--- src/rtl/fetch_unit.sv ---
// Instruction fetch stage: owns the PC, single outstanding imem read, one-deep buffer,
// branch redirect with stale-response squash. Optional FETCH_PERF_EN adds perf counters.
`ifndef WIDTH
`define WIDTH 32
`endif

module fetch_unit #(
    parameter int                WIDTH    = `WIDTH,
    parameter int                ADDR_W   = 16,
    parameter logic [ADDR_W-1:0] RESET_PC = '0
) (
    input  logic              clk,
    input  logic              rst,
    output logic              imem_req,
    output logic [ADDR_W-1:0] imem_addr,
    input  logic              imem_valid,
    input  logic [WIDTH-1:0]  imem_rdata,
    output logic [WIDTH-1:0]  inst,
    output logic              inst_valid,
    input  logic              inst_ready,
    output logic [ADDR_W-1:0] inst_pc,
    input  logic              halted,
    input  logic              branch_taken,
    input  logic [ADDR_W-1:0] branch_target,
    output logic              fetch_halted
`ifdef FETCH_PERF_EN
    ,
    output logic [31:0]       perf_fetched,
    output logic [31:0]       perf_squashed
`endif
);

    typedef enum logic [1:0] {S_REQ, S_WAIT, S_HOLD, S_HALT} state_t;

    state_t            state;
    logic [ADDR_W-1:0] pc;
    logic              squash;
    logic              xfer;

    assign xfer      = inst_valid & inst_ready;
    // Request is a pure decode of the state register, masked while reset is held.
    assign imem_req  = !rst && (state == S_REQ);
    assign imem_addr = imem_req ? pc : '0;

    always_ff @(posedge clk) begin
        if (rst) begin
            state        <= S_REQ;
            pc           <= RESET_PC;
            squash       <= 1'b0;
            inst         <= '0;
            inst_pc      <= '0;
            inst_valid   <= 1'b0;
            fetch_halted <= 1'b0;
`ifdef FETCH_PERF_EN
            perf_fetched  <= '0;
            perf_squashed <= '0;
`endif
        end else begin
            case (state)
                S_REQ: begin
                    state <= S_WAIT;
                    if (branch_taken) begin
                        pc     <= branch_target;
                        squash <= 1'b1;
                    end
                end
                S_WAIT: begin
                    if (branch_taken) begin
                        pc <= branch_target;
                        if (imem_valid) begin
                            squash <= 1'b0;
                            state  <= S_REQ;
`ifdef FETCH_PERF_EN
                            perf_squashed <= perf_squashed + 32'd1;
`endif
                        end else begin
                            squash <= 1'b1;
                        end
                    end else if (imem_valid) begin
                        if (squash) begin
                            squash <= 1'b0;
                            state  <= S_REQ;
`ifdef FETCH_PERF_EN
                            perf_squashed <= perf_squashed + 32'd1;
`endif
                        end else begin
                            inst       <= imem_rdata;
                            inst_pc    <= pc;
                            inst_valid <= 1'b1;
                            pc         <= pc + 1'b1;
                            state      <= S_HOLD;
                        end
                    end
                end
                S_HOLD: begin
                    // A redirect wins over HALT even if the decoder takes the word this cycle.
                    if (branch_taken) begin
                        inst_valid <= 1'b0;
                        pc         <= branch_target;
                        state      <= S_REQ;
`ifdef FETCH_PERF_EN
                        if (xfer) perf_fetched  <= perf_fetched + 32'd1;
                        else      perf_squashed <= perf_squashed + 32'd1;
`endif
                    end else if (xfer) begin
                        inst_valid <= 1'b0;
`ifdef FETCH_PERF_EN
                        perf_fetched <= perf_fetched + 32'd1;
`endif
                        if (halted) begin
                            state        <= S_HALT;
                            fetch_halted <= 1'b1;
                        end else begin
                            state <= S_REQ;
                        end
                    end
                end
                default: ;
            endcase
        end
    end

endmodule
--- config.mk ---
export PLATFORM = sky130hd
export DESIGN_NAME = fetch_unit
export DESIGN_NICKNAME = d
export VERILOG_FILES = /design/src/rtl/fetch_unit.sv
export SDC_FILE = /design/constraint.sdc
export NUM_CORES = 1
export LEC_CHECK = 0
export BUFFER_PORTS_ARGS = -buffer_cell sky130_fd_sc_hd__buf_2
export CAP_MARGIN = 20
export CORE_MARGIN = 5
export CORE_UTILIZATION = 40
export DETAILED_ROUTE_END_ITERATION = 8
export GPL_TIMING_DRIVEN = 0
export PLACE_DENSITY = 0.71
export SYNTH_ARGS = -nofsm -noshare
export SYNTH_HDL_FRONTEND = slang
export SYNTH_SLANG_ARGS = --single-unit
--- constraint.sdc ---
create_clock -name clk -period 2.5 [get_ports clk]
set_input_delay 0.5 -clock clk [delete_from_list [all_inputs] [get_ports clk]]
set_output_delay 0.5 -clock clk [all_outputs]
set_load 0.01 [all_outputs]
==> results.ini, run 1 <==
[timing]
hold_viol = 0
clock.fmax_ghz = 0.441
fin_hold_ws_ns = 0.380
layout_worst_path_cycle_share_pct = 90.8
slew_violations = 0
period_minus_slack_ns = 2.27
tightestPinTransition_ns = 0.669
finClkSkew_ns = 0.0101
setup-tns-final_ns = 0
setup-violations-final = 0
rsz0062_at_grt = false
slew_headroom_pct = 55.0

[cts]
cts.sinks = 69
cts_setup_buffers = 0
cts_buffer_depth = 2
path_clk_slew_ns = 0.09
clk_latency_ns = 0.35
cts_buffers = 9
cts_tree = yes
h-tree-depth = 3
root_buffer = clkbuf_8

[critical_path]
critPathKind = reg -> out
max_stage_delay_ns = 0.38
regToRegStartpoint = state[0]$_SDFFE_PP0P_
crit_cells = 5
reg2reg_depth = 7
cpLargestDelayFamily = simple AND/OR/NAND/NOR gates
worstSetupStartpoint = state[0]$_SDFFE_PP0P_
regToRegEndpoint = pc[6]$_SDFFE_PP0P_
cp.required_ns = 2.00
cp_slowest_cell = nor2b_4
crit_fanout = 17
reg2reg_slack_ns = 0.31
arrival_ns = 1.77
path_buf_inv = 2
worstSetupEndpointType = primary output
start_kind = register
crit_chain = inv_1 > ha_1 > nor2b_4 > and2_1 > buf_2

[die]
start_util_pct = 41.5
core_area_sq_um = 7770
fp.dieArea_sq_um = 9950
rows = 32
die_w_um = 99.7
fp.dieH_um = 99.7
io_pins = 121

[placement]
dp_hpwl_mm = 7.29
io_buffers = 119
gp_congestion = 0.982

[global_routing]
met1_usage_pct = 24.1
grt_util_met3_pct = 3.37
grt_overflow = 0
grt_max_degree = 14
grt_usage_pct = 19.3
grt_pass1_wl_mm = 15.4
grt_busiest_layer = met2
antenna_found_initial = 0
grt_pass1_vias = 3142
use_met2_pct = 31.9

[yosys]
yosysWarningCount = 0
synthArstFlopShare_pct = 0
synth-seq-area-share_pct = 42.9
synth_ff_type = dfxtp_1
synth_nets = 471
synthCells = 412
synth-edff-count = 0
synth_cell_types = 53
synth-seq-cells = 69
syn_area_sq_um = 3220
avgSynthCellArea_sq_um = 7.82

[cells_and_area]
final_util_pct = 53.1
num-nets-final = 600
fillers = 783
antenna_cells = 0
drive_above_1_share_pct = 29.3
area_growth_syn_to_layout_pct = 28.0

[power]
power_frac_comb_pct = 18.3
total_power_mw = 2.51
power_frac_seq_pct = 49.2
switching_share_pct = 31.7
ir_drop_mv = 0.333
p_int_mw = 1.71
p_sw_mw = 0.798
powerDensity_nw_per_um2 = 610
p_leak_nw = 1.75
power_frac_clock_pct = 32.5

[flow_run]
drv_cap = 0

[outcome]
status = finished clean

[min_path]
holdPathEnd = inst[28]$_SDFFE_PP0P_
hold_path_depth = 3
worstHoldStart = imem_rdata[28]
hold_class = in -> reg

[drt]
postRouteAntennaNets = 0
vias_per_cell = 5.22
dr.first_iter.drc_count = 191
first_pass_iters = 5
vias = 3382
drc = 0
wl_mm = 9.69
wl_per_cell_um = 15.0

-- state kept, by name, indices dropped and copies added, names as in the netlist --
signal / count
inst_valid: 1
squash: 1
inst_pc: 16
fetch_halted: 1
pc: 16
state: 2
inst: 32
-- placed cells by master, fill, tap and decap left out, types with 7 or more instances in the layout --
master / instances
buf_2: 128
a21oi_1: 59
nor2b_1: 7
dfxtp_1: 69
nand2_1: 113
clkbuf_8: 9
inv_1: 7
nor3_1: 8
and2_1: 18
clkbuf_1: 13
o21ai_0: 9
nor2_1: 13
-- logic make-up after synthesis --
logic type / share of synthesized area, %
buffers and inverters: 5.01
AOI/OAI and AO/OA: 18.3
adders and majority gates: 1.94
DFF: 42.9
muxes: 1.67
and+or+nand+nor: 30.1
-- how the worst max path moves through the flow --
stage / end / slack, ns
floorplan: imem_addr[10] / 0.61
global placement: imem_addr[13] / 0.10
detailed placement: imem_addr[9] / 0.09
CTS: imem_addr[13] / 0.02
global route: imem_addr[15] / 0.08
finish: imem_addr[15] / 0.23
-- repair_timing --
action / CTS / global route
hold buffers: 0 / 0
setup endpoints to repair: 11 / 10
resized for setup: 2 / 0
-- cell usage after synthesis, drive strengths merged, types with 3 or more instances --
cell	instances	area [sq um]
nand2	114	430
nand4	5	31.3
a211oi	5	42.5
nor3	8	40.0
dfxtp	69	1380
and3	4	25.0
nand3	8	50.1
clkbuf	14	52.6
nor3b	3	27.5
ha	5	62.6
and2	20	125
a21oi	59	295
a311oi	3	26.3
mux2	3	33.8
inv	7	26.3
o21ai	10	50.0
nor4	3	25.0
nand2b	6	37.5
buf	13	82.6
nor2	13	48.8
nor2b	8	50.1
-- area by class of cell --
| cell class | count | area [sq um] | area share (%) |
|---|---|---|---|
| Tap cell | 102 | 128 | 3.10 |
| Clock inverter | 7 | 50.0 | 1.21 |
| Buffer | 26 | 131 | 3.19 |
| Clock buffer | 9 | 124 | 3.01 |
| Inverter | 7 | 26.3 | 0.638 |
| Multi-Input combinational cell | 309 | 1690 | 40.9 |
| Timing Repair Buffer | 119 | 596 | 14.5 |
| Sequential cell | 69 | 1380 | 33.5 |
-- tightest hold or removal path, stage by stage --
cell     delay, ns
buf_2         0.09
nand2_1       0.04
a21oi_1       0.05
-- layer usage --
metal	part of all wire (%)	up-vias
met5	0	-
met1	41	1558
met3	5.9	23
met4	2.7	0
li1	-	1681
met2	50	120
-- power by group through the flow --
stage | combinational [mW] | sequential (mW) | clock [mW]
4_1_cts | 0.461 | 1.23 | 0.833
3_3_place_gp | 0.443 | 1.26 | 0
5_1_grt | 0.508 | 1.25 | 0.889
2_1_floorplan | 0.281 | 1.25 | 0
3_5_place_dp | 0.456 | 1.26 | 0
6_report | 0.459 | 1.24 | 0.817
-- through the flow --
step	setup slack, ns	instance area (sq um)	std cells
finish	0.231	4120	648
global route	0.0752	4120	648
CTS	0.0225	4130	649
detailed placement	0.0913	3940	633
global placement	0.103	3940	633
floorplan	0.607	3220	412
(Power assumes the default switching activity.)
==> inputs of run 2 (changes only) <==
--- a/config.mk
+++ b/config.mk
@@ -8,10 +8,10 @@
 export BUFFER_PORTS_ARGS = -buffer_cell sky130_fd_sc_hd__buf_2
 export CAP_MARGIN = 20
 export CORE_MARGIN = 5
-export CORE_UTILIZATION = 40
+export CORE_UTILIZATION = 49
 export DETAILED_ROUTE_END_ITERATION = 8
 export GPL_TIMING_DRIVEN = 0
-export PLACE_DENSITY = 0.71
+export PLACE_DENSITY = 0.84
 export SYNTH_ARGS = -nofsm -noshare
 export SYNTH_HDL_FRONTEND = slang
 export SYNTH_SLANG_ARGS = --single-unit
==> constraint.sdc (replaced) <==
create_clock -name clk -period 2.5 [get_ports clk]
set_input_delay 0.125 -clock clk [delete_from_list [all_inputs] [get_ports clk]]
set_output_delay 0.125 -clock clk [all_outputs]
set_load 0.01 [all_outputs]
==> run 2 against run 1 <==
Compared with the run above:
- final area rose by 1.9%
- register-to-register slack got worse by 0.14 ns
- wire length rose by 0.45%
- fmax fell by 2.5%
- worst setup slack got worse by 0.059 ns
- power rose by 12%
- count of clock-buffer cells in the layout did not move
- first-iteration DRC count rose by 52%
- clock skew rose by 0.0015 ns
- critical path type is now reg -> reg
- largest power group unchanged
- highest routed layer unchanged
==> results.ini, run 2 (synthesis gave the netlist of run 1 again) <==
[power]
total_power_mw = 2.80  ; +12%
p_leak_nw = 1.81  ; +3.1%
powerDensity_nw_per_um2 = 667  ; +9.5%
ir_drop_mv = 0.426  ; +28%

[critical_path]
crit_fanout = 10  ; -7
start_kind = register
regToRegEndpoint = pc[6]$_SDFFE_PP0P_
reg2reg_slack_ns = 0.17  ; -0.14 ns
max_stage_delay_ns = 0.66  ; +0.28 ns
worstSetupEndpointType = register
cp.required_ns = 2.71  ; +0.71 ns
regToRegStartpoint = state[0]$_SDFFE_PP0P_
crit_chain = inv_1 > ha_1 > nor3_1 > buf_2 > o21ai_0 > a21oi_1 > a211oi_1
arrival_ns = 2.54  ; +0.77 ns
cp_slowest_cell = nor3_1
critPathKind = reg -> reg
reg2reg_depth = 7  ; unchanged

[min_path]
holdPathEnd = inst[23]$_SDFFE_PP0P_
hold_path_depth = 3  ; unchanged
hold_class = in -> reg
worstHoldStart = imem_rdata[23]

[drt]
wl_per_cell_um = 15.5  ; +3.7%
first_pass_iters = 5  ; unchanged
vias_per_cell = 5.54  ; +6.2%
dr.first_iter.drc_count = 291  ; +52%
wl_mm = 9.74  ; +0.45%
drc = 0  ; unchanged
vias = 3480  ; +2.9%
postRouteAntennaNets = 0  ; unchanged

[cells_and_area]
antenna_cells = 0  ; unchanged
multi_input_area_sq_um = 1680  ; -0.30%
area_growth_syn_to_layout_pct = 30.5
reg_top3 = inst (32), inst_pc (16), pc (16)
stdcell_area_sq_um = 4200  ; +1.9%
largest_reg_flops = 32  ; unchanged
num-nets-final = 606  ; +1.0%
seq_area_sq_um = 1380  ; unchanged
drive_above_1_share_pct = 28.9  ; -0.45 points
final_util_pct = 65.8  ; +13 points
final_common_cell = buf_2
final_cell_mix = 128 x buf_2, 113 x nand2_1, 69 x dfxtp_1
fillers = 561  ; -28%
largest_register = inst

[timing]
slew_headroom_pct = 47.8  ; -7.2 points
period_minus_slack_ns = 2.33  ; +0.0585 ns
rsz0062_at_grt = false
setup-violations-final = 0  ; unchanged
slew_violations = 0  ; unchanged
layout_worst_path_cycle_share_pct = 93.1  ; +2.3 points
tightestPinTransition_ns = 0.777  ; +0.107 ns
setup_slack_ns = 0.172  ; -0.0585 ns
finClkSkew_ns = 0.0116  ; +0.00148 ns
clock.fmax_ghz = 0.430  ; -2.5%
hold_viol = 0  ; unchanged
setup-tns-final_ns = 0  ; unchanged

[die]
die_w_um = 91.1  ; -8.7%
io_pins = 121  ; unchanged
fp.dieArea_sq_um = 8290  ; -17%
fp.dieH_um = 91.1  ; -8.7%
start_util_pct = 50.4  ; +9.0 points
core_area_sq_um = 6390  ; -18%
rows = 29  ; -9.4%

[global_routing]
antenna_found_initial = 0  ; unchanged
grt_max_degree = 13  ; -1
grt_pass1_vias = 3265  ; +3.9%
grt_overflow = 0  ; unchanged
grt_usage_pct = 23.0  ; +3.7 points
grt_pass1_wl_mm = 15.6  ; +1.7%

[placement]
gp_congestion = 0.920  ; -6.3%
dpl-instance-area_sq_um = 3910  ; -0.79%
dp_slack_ns = 0.312  ; +0.221 ns
io_buffers = 119  ; unchanged
dp_hpwl_mm = 7.11  ; -2.4%

[cts]
cts_buffer_depth = 2  ; unchanged
cts_buffers = 9  ; unchanged
cts.sinks = 69  ; unchanged
clk_latency_ns = 0.35  ; about the same
h-tree-depth = 3  ; unchanged
path_clk_slew_ns = 0.09  ; about the same
root_buffer = clkbuf_8
cts_tree = yes

[outcome]
status = finished clean

[flow_run]
drv_cap = 0  ; unchanged

[run 2: critical path, delay by kind of cell (launching register included)]
family	cells	cell delay [ns]
compound gates	3	0.35
flops	1	0.44
simple gates	1	0.66
buf+inv	2	0.46
fa+ha+maj	1	0.28
[run 2: how the worst max path moves through the flow]
stage	startpoint	to	slack (ns)	depth (start not counted)
floorplan	state[1]$_SDFFE_PP0P_	pc[12]$_SDFFE_PP0P_	0.69	7
global placement	state[0]$_SDFFE_PP0P_	pc[6]$_SDFFE_PP0P_	0.41	7
detailed placement	state[0]$_SDFFE_PP0P_	pc[6]$_SDFFE_PP0P_	0.31	7
CTS	state[0]$_SDFFE_PP0P_	imem_addr[13]	0.18	6
global route	state[0]$_SDFFE_PP0P_	pc[6]$_SDFFE_PP0P_	0.07	7
finish	state[0]$_SDFFE_PP0P_	pc[6]$_SDFFE_PP0P_	0.17	7
[run 2: final cells by class]
class                           count  share of cell area, %
Multi-Input combinational cell    309                   40.0
Timing Repair Buffer              124                   15.4
Clock inverter                      6                   2.68
Clock buffer                        9                   2.95
Tap cell                           77                   2.29
Sequential cell                    69                   32.9
Inverter                            7                  0.625
Buffer                             27                   3.22
[run 2: metrics by stage]
step           hold WS, ns  cells
6_report          0.000545    628
3_5_place_dp         0.370    608
5_1_grt            0.00573    628
2_1_floorplan        0.240    412
3_3_place_gp         0.366    608
4_1_cts           0.000924    628
[run 2: timing repair]
item / in CTS / in global routing
buffers inserted: 0 / 0
setup endpoints to repair: 0 / 1
hold endpoints to repair: 5 / 0
resized for setup: 0 / 1
hold buffers: 5 / 0
[run 2: where the power goes]
part	internal, mW	total [mW]	switching (mW)
clock network	0.659	1.10	0.440
logic	0.197	0.467	0.270
registers	1.16	1.24	0.0769
total	2.02	2.80	0.787
[run 2: routing by layer]
metal | GRT usage [%] | vias to the layer above | wire (um)
met1 | 26.8 | 1580 | 3850
met5 | 0 | - | 0
met2 | 39.2 | 165 | 4800
li1 | - | 1691 | -
met4 | 12.0 | 0 | 397
met3 | 5.04 | 44 | 693
==> inputs of run 3 (changes only) <==
--- a/config.mk
+++ b/config.mk
@@ -7,11 +7,11 @@
 export LEC_CHECK = 0
 export BUFFER_PORTS_ARGS = -buffer_cell sky130_fd_sc_hd__buf_2
 export CAP_MARGIN = 20
-export CORE_MARGIN = 5
 export CORE_UTILIZATION = 49
 export DETAILED_ROUTE_END_ITERATION = 8
 export GPL_TIMING_DRIVEN = 0
 export PLACE_DENSITY = 0.84
+export RECOVER_POWER = 25
 export SYNTH_ARGS = -nofsm -noshare
 export SYNTH_HDL_FRONTEND = slang
 export SYNTH_SLANG_ARGS = --single-unit
==> run 3 against run 2 <==
Compared with the run above:
- the flow now finishes with violations (hold timing)
- final cell count decreased by 0.32%
- clock skew increased by 0.0021 ns
- worst hold slack got worse by 0.0018 ns
- non-clock buffer count decreased by 3
- worst setup slack got worse by 0.019 ns
- sequential share of layout area increased by 0.64 points
- power decreased by 2.3%
- critical endpoint is now imem_addr[12]
==> results.ini, run 3 (synthesis gave the netlist of run 1 again) <==
[outcome]
status = complete, but fails checks
failed_checks = hold timing

[cells_and_area]
antenna_cells = 0  ; unchanged
drive_above_1_share_pct = 22.8  ; -6.1 points
largest_register = inst
final_common_cell = nand2_1
reg_top3 = inst (32), inst_pc (16), pc (16)
stdcell_area_sq_um = 4120  ; -1.9%
area_growth_syn_to_layout_pct = 28.0
num-nets-final = 603  ; -0.50%
final_cell_mix = 113 x nand2_1, 94 x buf_2, 69 x dfxtp_1
largest_reg_flops = 32  ; unchanged
final_util_pct = 64.9  ; -0.89 points

[critical_path]
critPathKind = reg -> out
worstSetupEndpointType = primary output
cp.required_ns = 2.38  ; -0.33 ns
cp_slowest_cell = nor2b_1
arrival_ns = 2.22  ; -0.32 ns
crit_chain = inv_1 > ha_1 > nor2b_1 > clkbuf_1 > and2_1 > buf_2
cpLargestDelayFamily = simple AND/OR/NAND/NOR gates
path_buf_inv = 3  ; +1
start_kind = register
crit_fanout = 10  ; unchanged
max_stage_delay_ns = 0.47  ; -0.19 ns

[global_routing]
antenna_found_initial = 0  ; unchanged
grt_pass1_wl_mm = 15.3  ; -2.3%
grt_overflow = 0  ; unchanged
grt_max_degree = 14  ; +1
grt_pass1_vias = 3254  ; -0.34%
grt_usage_pct = 27.5  ; +4.5 points

[cts]
cts.sinks = 69  ; unchanged
h-tree-depth = 3  ; unchanged
cts_buffer_depth = 2  ; unchanged
path_clk_slew_ns = 0.09  ; about the same
cts_tree = yes
root_buffer = clkbuf_8
cts_buffers = 9  ; unchanged
clk_latency_ns = 0.35  ; about the same

[power]
total_power_mw = 2.74  ; -2.3%
p_int_mw = 1.95  ; -3.5%
power_frac_seq_pct = 45.2  ; +1.0 points
powerDensity_nw_per_um2 = 665  ; -0.37%
p_leak_nw = 1.64  ; -9.3%
power_frac_clock_pct = 38.3  ; -0.9 points
p_sw_mw = 0.794  ; +0.96%
switching_share_pct = 29.0  ; +0.93 points
ir_drop_mv = 0.423  ; -0.60%
power_frac_comb_pct = 16.5  ; about the same

[drt]
vias = 3464  ; -0.46%
postRouteAntennaNets = 0  ; unchanged
vias_per_cell = 5.53  ; -0.14%
drc = 0  ; unchanged
dr.first_iter.drc_count = 229  ; -21%
first_pass_iters = 5  ; unchanged
wl_mm = 9.14  ; -6.1%
wl_per_cell_um = 14.6  ; -5.8%

[die]
start_util_pct = 50.7  ; +0.29 points
core_area_sq_um = 6350  ; -0.57%
io_pins = 121  ; unchanged
fp.dieArea_sq_um = 6900  ; -17%
rows = 29  ; unchanged
die_w_um = 83.1  ; -8.8%
fp.dieH_um = 83.1  ; -8.8%

[timing]
slew_headroom_pct = 56.4  ; +8.6 points
clock.fmax_ghz = 0.426  ; -0.81%
rsz0062_at_grt = false
period_minus_slack_ns = 2.35  ; +0.0189 ns
tightestPinTransition_ns = 0.648  ; -0.128 ns
layout_worst_path_cycle_share_pct = 93.9  ; +0.76 points
finClkSkew_ns = 0.0137  ; +0.00207 ns
setup-violations-final = 0  ; unchanged
slew_violations = 0  ; unchanged
setup-tns-final_ns = 0  ; unchanged
hold_viol = 1  ; +1
fin_hold_ws_ns = -0.00123  ; -0.00177 ns

[placement]
io_buffers = 119  ; unchanged
dp_hpwl_mm = 6.68  ; -6.1%
dpl-instance-area_sq_um = 3910  ; unchanged
gp_congestion = 0.931  ; +1.3%

[flow_run]
drv_cap = 0  ; unchanged

[min_path]
hold_class = in -> reg

## run 3: worst min-delay path: stages
cell,delay (ns)
buf_2,0.09
nand2_1,0.04
a21oi_1,0.05
## run 3: power by group through the flow
stage	combinational, mW	sequential, mW	clock, mW
global placement	0.433	1.26	0
global route	0.504	1.25	1.11
floorplan	0.281	1.25	0
CTS	0.454	1.23	1.06
detailed placement	0.448	1.26	0
finish	0.453	1.24	1.05
## run 3: metrics by stage
stage	cells	setup slack (ns)	hold slack [ns]
floorplan	412	0.685	0.240
global placement	608	0.381	0.367
detailed placement	608	0.386	0.373
CTS	626	0.174	0.00150
global route	626	0.0283	0.0112
finish	626	0.153	-0.00123
## run 3: repair_timing
item / 4_1_cts / 5_1_grt
endpoints found under the hold margin: 2 / 0
setup buffers: 0 / 0
hold buffers: 2 / 0
resized for setup: 0 / 0
## run 3: worst paths after layout
kind | start | endpoint | slack (ns) | cells after the start
setup / recovery | state[0]$_SDFFE_PP0P_ | imem_addr[12] | 0.15 | 6
hold / removal | imem_rdata[4] | inst[4]$_SDFFE_PP0P_ | -0.001 | 3
setup reg to reg | state[0]$_SDFFE_PP0P_ | pc[6]$_SDFFE_PP0P_ | 0.30 | 7
hold reg to reg | inst_pc[13]$_SDFFE_PP0P_ | inst_pc[13]$_SDFFE_PP0P_ | 0.46 | 2
## run 3: routing by layer
metal | share of wire, % | track usage [%]
met5 | 0 | 0
met4 | 3.4 | 13.6
met3 | 7.5 | 5.47
met2 | 47 | 44.7
met1 | 42 | 34.7
## run 3: area by class of cell
class                           count  area, sq um
Fill cell                         587         2230
Timing Repair Buffer              121          573
Clock buffer                       10          138
Buffer                             27          135
Clock inverter                      6         93.8
Tap cell                           77         96.3
Inverter                            7         26.3
Sequential cell                    69         1380
Multi-Input combinational cell    309         1680
